[src/rtl/serial_pattern_sequencer.sv]
// Drives a WIDTH-bit pattern MSB-first into a serial Mealy detector and
// collects the detector's z response bits along with their population count.
module serial_pattern_sequencer #(
  parameter int unsigned WIDTH = 8
) (
  input  logic                           clock,
  input  logic                           reset,
  input  logic                           start,
  input  logic [WIDTH-1:0]               data_in,
  input  logic                           z_in,
  output logic                           x_out,
  output logic                           det_reset_n,
  output logic                           busy,
  output logic                           done,
  output logic [WIDTH-1:0]               z_capture,
  output logic [$clog2(WIDTH+1)-1:0]     z_count
);

  localparam int unsigned CW   = $clog2(WIDTH + 1);
  localparam int unsigned CNTW = $clog2(WIDTH);

  typedef enum logic [1:0] {IDLE, CLEAR, SHIFT, DONE} state_t;

  state_t            state;
  logic [WIDTH-1:0]  sreg;
  logic [CNTW-1:0]   bit_cnt;

  // x_out is registered one edge ahead, so it always mirrors the MSB of the
  // shift register as it stands during the SHIFT cycle.
  always_ff @(posedge clock or negedge reset) begin
    if (!reset) begin
      state       <= IDLE;
      sreg        <= '0;
      bit_cnt     <= '0;
      x_out       <= 1'b0;
      det_reset_n <= 1'b0;
      busy        <= 1'b0;
      done        <= 1'b0;
      z_capture   <= '0;
      z_count     <= '0;
    end else begin
      x_out       <= 1'b0;
      det_reset_n <= 1'b1;
      done        <= 1'b0;
      case (state)
        IDLE: begin
          if (start) begin
            sreg        <= data_in;
            bit_cnt     <= '0;
            state       <= CLEAR;
            det_reset_n <= 1'b0;
            busy        <= 1'b1;
          end
        end
        CLEAR: begin
          state     <= SHIFT;
          z_capture <= '0;
          z_count   <= '0;
          x_out     <= sreg[WIDTH-1];
        end
        SHIFT: begin
          sreg      <= {sreg[WIDTH-2:0], 1'b0};
          z_capture <= {z_capture[WIDTH-2:0], z_in};
          z_count   <= z_count + CW'(z_in);
          bit_cnt   <= bit_cnt + CNTW'(1);
          if (bit_cnt == CNTW'(WIDTH - 1)) begin
            state <= DONE;
            done  <= 1'b1;
          end else begin
            x_out <= sreg[WIDTH-2];
          end
        end
        DONE: begin
          state <= IDLE;
          busy  <= 1'b0;
        end
        default: begin
          state <= IDLE;
          busy  <= 1'b0;
        end
      endcase
    end
  end

endmodule

[config.mk]
export PLATFORM = sky130hd
export DESIGN_NAME = serial_pattern_sequencer
export DESIGN_NICKNAME = d
export VERILOG_FILES = /design/src/rtl/serial_pattern_sequencer.sv
export SDC_FILE = /design/constraint.sdc
export NUM_CORES = 1
export LEC_CHECK = 0
export ABC_AREA = 1
export BUFFER_PORTS_ARGS = -buffer_cell sky130_fd_sc_hd__buf_2
export CAP_MARGIN = 20
export CELL_PAD_IN_SITES_DETAIL_PLACEMENT = 0
export CELL_PAD_IN_SITES_GLOBAL_PLACEMENT = 1
export CORE_ASPECT_RATIO = 1.1
export CORE_MARGIN = 2
export CORE_UTILIZATION = 39
export CTS_CLUSTER_SIZE = 24
export DETAILED_ROUTE_END_ITERATION = 16
export PLACE_DENSITY = 0.75
export SYNTH_ARGS = -nofsm -noshare
export SYNTH_HDL_FRONTEND = slang
export SYNTH_SLANG_ARGS = --single-unit
[constraint.sdc]
create_clock -name clock -period 1.4 [get_ports clock]
set_input_delay 0.07 -clock clock [delete_from_list [all_inputs] [get_ports clock]]
set_output_delay 0.07 -clock clock [all_outputs]
set_load 0.02 [all_outputs]
==> results of run 1 <==
Yosys cell counts (2+ instances only):
master | number | area share
buf_6 | 3 | 0.025
o21ai_0 | 5 | 0.019
nand2_1 | 68 | 0.19
o22ai_1 | 6 | 0.028
nand3_1 | 6 | 0.022
a21oi_1 | 2 | 0.0074
ha_1 | 8 | 0.074
inv_1 | 16 | 0.045
nor2_1 | 5 | 0.014
dfrtp_1 | 29 | 0.54
power by group through the flow:
stage	Sequential (uW)	Combinational [uW]	Clock, uW
4_1_cts	1240	1530	611
6_report	1230	1660	594
3_3_place_gp	1240	1480	0
5_1_grt	1260	1910	651
3_5_place_dp	1250	1510	0
2_1_floorplan	1310	1060	0
routing by layer:
layer | share of wire | routed length, um
met4 | 0.016 | 42
met2 | 0.49 | 1320
met1 | 0.45 | 1210
met3 | 0.048 | 130
met5 | 0 | 0
sequential cells by signal, summed over array words and instances, names as in the netlist:
register and flops:
x_out 1, bit_cnt 3, busy 1, sreg 8, z_count 4, state 2, done 1, det_reset_n 1
z_capture 8
repair_timing:
item | CTS | global route
endpoints found under the setup margin | 2 | 24
resized for setup | 1 | 7
hold buffers | 4 | 0
setup buffers | 0 | 2
hold endpoints to repair | 32 | 0
layout make-up:
cell class | count | area, um2 | share of cell area
Tap cell | 48 | 60.1 | 0.0357
Clock buffer | 7 | 65.1 | 0.0386
Multi-Input combinational cell | 105 | 533 | 0.316
Sequential cell | 29 | 726 | 0.431
Timing Repair Buffer | 38 | 231 | 0.137
Clock inverter | 1 | 5.00 | 0.00297
Inverter | 17 | 63.8 | 0.0379
metrics by stage:
stage	hold slack (ns)	TNS [ns]
6_report	0.0284	0
5_1_grt	0.0337	-0.000760
4_1_cts	0.0149	0
3_5_place_dp	0.136	0
3_3_place_gp	0.131	0
2_1_floorplan	-0.226	0
critical path, cell delays in order, from the launching register on:
cell,delay (ns)
dfrtp_1,0.43
inv_2,0.11
ha_2,0.25
inv_2,0.13
o21ai_2,0.17
nand2_1,0.06
o21ai_0,0.07
how the worst max path moves through the flow:
stage / endpoint / slack, ns / start
6_report: state[1] / 0.11 / state[0]
5_1_grt: sreg[5] / -0.0008 / state[1]
4_1_cts: sreg[2] / 0.02 / state[0]
3_5_place_dp: state[0] / 0.006 / state[0]
3_3_place_gp: sreg[3] / 0.10 / state[0]
2_1_floorplan: sreg[1] / 0.15 / state[0]
cells by family after synthesis:
| family | share of synthesized area |
|---|---|
| AOI/OAI and AO/OA | 0.0641 |
| buffers and inverters | 0.0817 |
| and+or+nand+nor | 0.235 |
| xor gates and xnor gates | 0.00650 |
| adders and majority gates | 0.0743 |
| DFF | 0.539 |
==> summary.txt, run 1 <==
Power
  – Total power: between 3000 and 4000 uW
  – P per Cell Area: 2070 nW/um2
  – Max VDD drop: just under 1000 uV
  – Internal cell power: 2020 uW
  – Logic pwr share: 0.476
  – Switch Pwr: approximately 1500 uW
  – Flop pwr share: 0.354
  – Sw frac: 0.421
  – Clock power share: 0.171
  – Lkg Pwr: 0.000951 uW

Setup path
  – Data required, critical path: between 1.5 and 2 ns
  – Worst Path Max Fanout: 11
  – Crit. End Element: flip-flop
  – Worst R2R Path Depth: 6
  – Crit path DAT: approximately 1.5 ns
  – Reg2reg setup slack: 0.11 ns
  – Critical path type: flip-flop to flip-flop
  – Reg2reg end: state[1]
  – Crit path launch type: flip-flop
  – RR Startpoint: state[0]

CTS
  – Clk Latency, worst-skew pair: 0.33 ns
  – Num CTS Buffers: 5
  – CTS tree: yes
  – H-tree depth: 2
  – CTS Buffer Depth: 2
  – Clk sinks: 29
  – Clk slew on worst S/H paths: ~0.090 ns
  – Root buf cell: clkbuf_4

Final layout
  – P&R area growth vs syn: 25.0%
  – Fin util: 0.506
  – Diodes inserted: 0
  – Most common cell after layout, fill and taps aside: nand2_1
  – Most frequent cells in the layout: nand2_1 (67), dfrtp_1 (29), buf_2 (27), inv_1 (14)
  – Final non-filler cell total: 245
  – Final Instance Area: 1680 um2
  – # fillers: 351
  – Final #Nets: 216
  – Share of layout cells above drive strength 1: 0.264

Min path
  – Hold path depth: 5
  – Hold path endpoint: sreg[7]
  – Tightest Hold Check Type: primary input to flip-flop
  – Worst Min Path Start: data_in[7]

Detailed routing
  – Wire length per cell: 11.0 um
  – Drt total wl: 2.70 mm
  – Via density: 4.43
  – DR vias: roughly 1100
  – Pre-antenna DRT Iters: 4
  – Initial DRC count: 42
  – DRC: 0
  – DRT antenna net count: 0

Timing
  – Final hold vios: 0
  – Final Max Slew Viols: 0
  – Slew @ Worst Pin: 0.653 ns
  – Worst clock skew: 0.00722 ns
  – Max Clk Rate: between 700 and 800 MHz
  – Tmin final: 1.29 ns
  – # setup viols final: 0
  – Final period util: 0.919
  – Setup ws final: 0.113 ns
  – Slew margin rel.: 0.565

Global route
  – Initial antenna violation count: 0
  – Number of global-route vias before repair: 1116
  – GR Util met1: 0.199
  – Met2 GRT Util: 0.262
  – GR Overflow Total: 0
  – Pin count of the biggest net entering global routing: 30
  – First-pass GRT wire length: between 4 and 5 mm
  – Gr usage total: 0.162
  – GR Util met3: 0.0531
  – Global route hottest layer: met2

Placed design
  – RePlAce Congestion: 0.759
  – Dpl ws: between 0.006 and 0.007 ns
  – Placed cell count: 231
  – Post-DP HPWL: 1.92 mm
  – Port buffer count: 27
  – Placed Area: 1530 um2

Yosys
  – Most frequently used flop master after synthesis: dfrtp_1
  – Number of flops mapped to enable cells by yosys: 0
  – Ys async rst share: 1.00
  – Netlist Area Pre-Place: 1350 um2
  – Syn_nets: 176
  – Post-Synthesis Cells: 156
  – Yosys warns: 0
  – Seq/Total Area, Yosys: 0.539
  – Cell variety after synth: 18
  – Avg Inst Size Synth: 8.64 um2
  – Seq cells post-synth: 29

Floorplanning
  – Num ports: 28
  – Die area: 3940 um2
  – Die height: about 66 um
  – Row Count: 22
  – Core box area: 3330 um2
  – Die width: 60.0 um
  – Starting Density: 0.405

Flow run
  – Max cap viols: 0

Outcome
  – Status: complete, no violations
(Power assumes the default switching activity.)
==> run 2, diff against run 1 <==
CORE_MARGIN = 5   (was 2)
CORE_UTILIZATION = 35   (was 39)
PLACE_DENSITY = 0.68   (was 0.75)
==> run 2 against run 1 <==
  * Cell count is 1.6% lower
  * Critical path depth up 1
  * Sequential cell count did not move
  * Combinational power is 4% lower
  * Cell area decreased by 1.5%
  * Via count decreased by 2.4%
  * Sequential share of layout area rose by 0.73 points
  * Clock skew shrank 0.0015 ns
  * Die area is 32% higher
  * Hold slack lost 0.015 ns
  * Power is 0.28% higher
  * Worst setup slack gained 0.045 ns
  * Critical path type unchanged
==> summary.txt, run 2 (synthesis gave the netlist of run 1 again) <==
Outcome
  – Status: complete, no violations

Global route
  – Pin count of the biggest net entering global routing: 30
  – Gr usage total: 0.118
  – First-pass GRT wire length: just under 5 mm
  – GR Overflow Total: 0
  – Initial antenna violation count: 0
  – Number of global-route vias before repair: 1055

Setup path
  – Reg2reg setup slack: 0.16 ns
  – Crit. End Element: flip-flop
  – Crit path launch type: flip-flop
  – Critical path type: flip-flop to flip-flop
  – Crit path DAT: 1.44 ns
  – Worst path max stage delay: between 0.4 and 0.5 ns
  – Crit-path slowest cell: dfrtp_1
  – Top delay family on crit path: flip-flops
  – Worst Path Max Fanout: 11
  – CP cell instances: inv_2, ha_4, nand2_2, o21ai_2, buf_6, nand2_1, o21ai_1
  – Data required, critical path: 1.60 ns
  – CP bufs+invs: 2

CTS
  – Clk sinks: 29
  – Clk slew on worst S/H paths: 0.06 ns
  – Postcts setup bufs: 0
  – CTS Buffer Depth: 2
  – Clk Latency, worst-skew pair: 0.28 ns
  – H-tree depth: 2
  – CTS tree: yes
  – Num CTS Buffers: 5
  – Root buf cell: clkbuf_8

Power
  – P per Cell Area: 2110 nW/um2
  – Flop pwr share: 0.358
  – Internal cell power: 2040 uW
  – Max VDD drop: ~1300 uV
  – Lkg Pwr: 0.000927 uW
  – Clock power share: 0.186
  – Logic pwr share: 0.456
  – Switch Pwr: 1450 uW
  – Sw frac: 0.417

Detailed routing
  – Via density: 4.39
  – Initial DRC count: between 40 and 50
  – DR vias: 1059
  – DRT antenna net count: 0
  – DRC: 0
  – Drt total wl: 2.68 mm
  – Pre-antenna DRT Iters: 4
  – Wire length per cell: between 10 and 15 um

Timing
  – Total negative slack: 0 ns
  – # setup viols final: 0
  – Tmin final: 1.24 ns
  – Hold_ws: 0.0133 ns
  – Worst clock skew: 0.00568 ns
  – Final Max Slew Viols: 0
  – Slew @ Worst Pin: 0.647 ns
  – Setup ws final: 0.158 ns
  – Final hold vios: 0
  – Max Clk Rate: 805 MHz
  – Final period util: 0.887
  – Slew margin rel.: 0.569

Floorplanning
  – Die height: 75.1 um
  – Starting Density: 0.366
  – Die width: 69.2 um
  – Die area: 5190 um2
  – Num ports: 28
  – Row Count: 23
  – Core box area: between 3000 and 4000 um2

Final layout
  – Biggest regs: sreg x8, z_capture x8, z_count x4
  – P&R area growth vs syn: 23.1%
  – Most common cell after layout, fill and taps aside: nand2_1
  – Final #Nets: 210
  – Register area: 727 um2
  – Diodes inserted: 0
  – # fillers: 397
  – Share of layout cells above drive strength 1: 0.257
  – Most frequent cells in the layout: nand2_1 (68), dfrtp_1 (28), buf_2 (27), inv_1 (13)
  – Fin util: 0.450
  – Multi-input logic area: 541 um2

Flow run
  – Max cap viols: 0

Placed design
  – RePlAce Congestion: 0.742
  – Port buffer count: 27
  – Post-DP HPWL: just under 2 mm
  – Dpl ws: roughly 0.033 ns

Min path
  – Tightest Hold Check Type: primary input to flip-flop
-- run 2: cell types whose count changed in the layout (fill, tap and decap cells not counted), sizes merged --
cell	previous run	this run
dlygate4sd3	4	1
clkinv	1	2
buf	34	31
clkbuf	7	6
-- run 2: worst paths after layout --
check,depth (start not counted),startpoint,to
max in group asynchronous,2,reset,state[1]
min reg2reg,2,sreg[3],sreg[3]
min in group asynchronous,2,reset,z_capture[1]
min,2,start,det_reset_n
max reg2reg,7,state[0],bit_cnt[0]
max,7,state[0],bit_cnt[0]
-- run 2: through the flow --
stage,total power [uW],area (um2),std cells
after floorplan,2380,1350,156
after global placement,2720,1530,232
after global routing,3850,1660,241
final,3490,1660,241
after detailed placement,2750,1530,232
after CTS,3420,1620,241
-- run 2: routing by layer --
layer,vias to the layer above,track usage,routed length [um]
li1,548,-,-
met1,479,0.137,1200
met2,26,0.194,1250
met3,6,0.0547,183
met4,0,0.0456,42
met5,-,0,0
-- run 2: power by group through the flow --
stage	Combinational (uW)	Clock (uW)	Sequential, uW
global placement	1470	0	1250
global route	1840	720	1290
detailed placement	1500	0	1250
CTS	1510	679	1240
floorplan	1060	0	1310
finish	1590	650	1250
-- run 2: layout make-up --
type                       instances  share of cell area
clock buffer                       6              0.0437
clock inverter                     2             0.00603
inverter                          17              0.0385
multi-input combinational        105               0.326
sequential                        29               0.438
tap                               50              0.0377
timing repair buffer              32               0.110
-- run 2: what timing repair did --
action,in CTS,in global routing
resized for setup,0,13
hold endpoints to repair,29,0
hold buffers,1,0
setup endpoints to repair,0,17
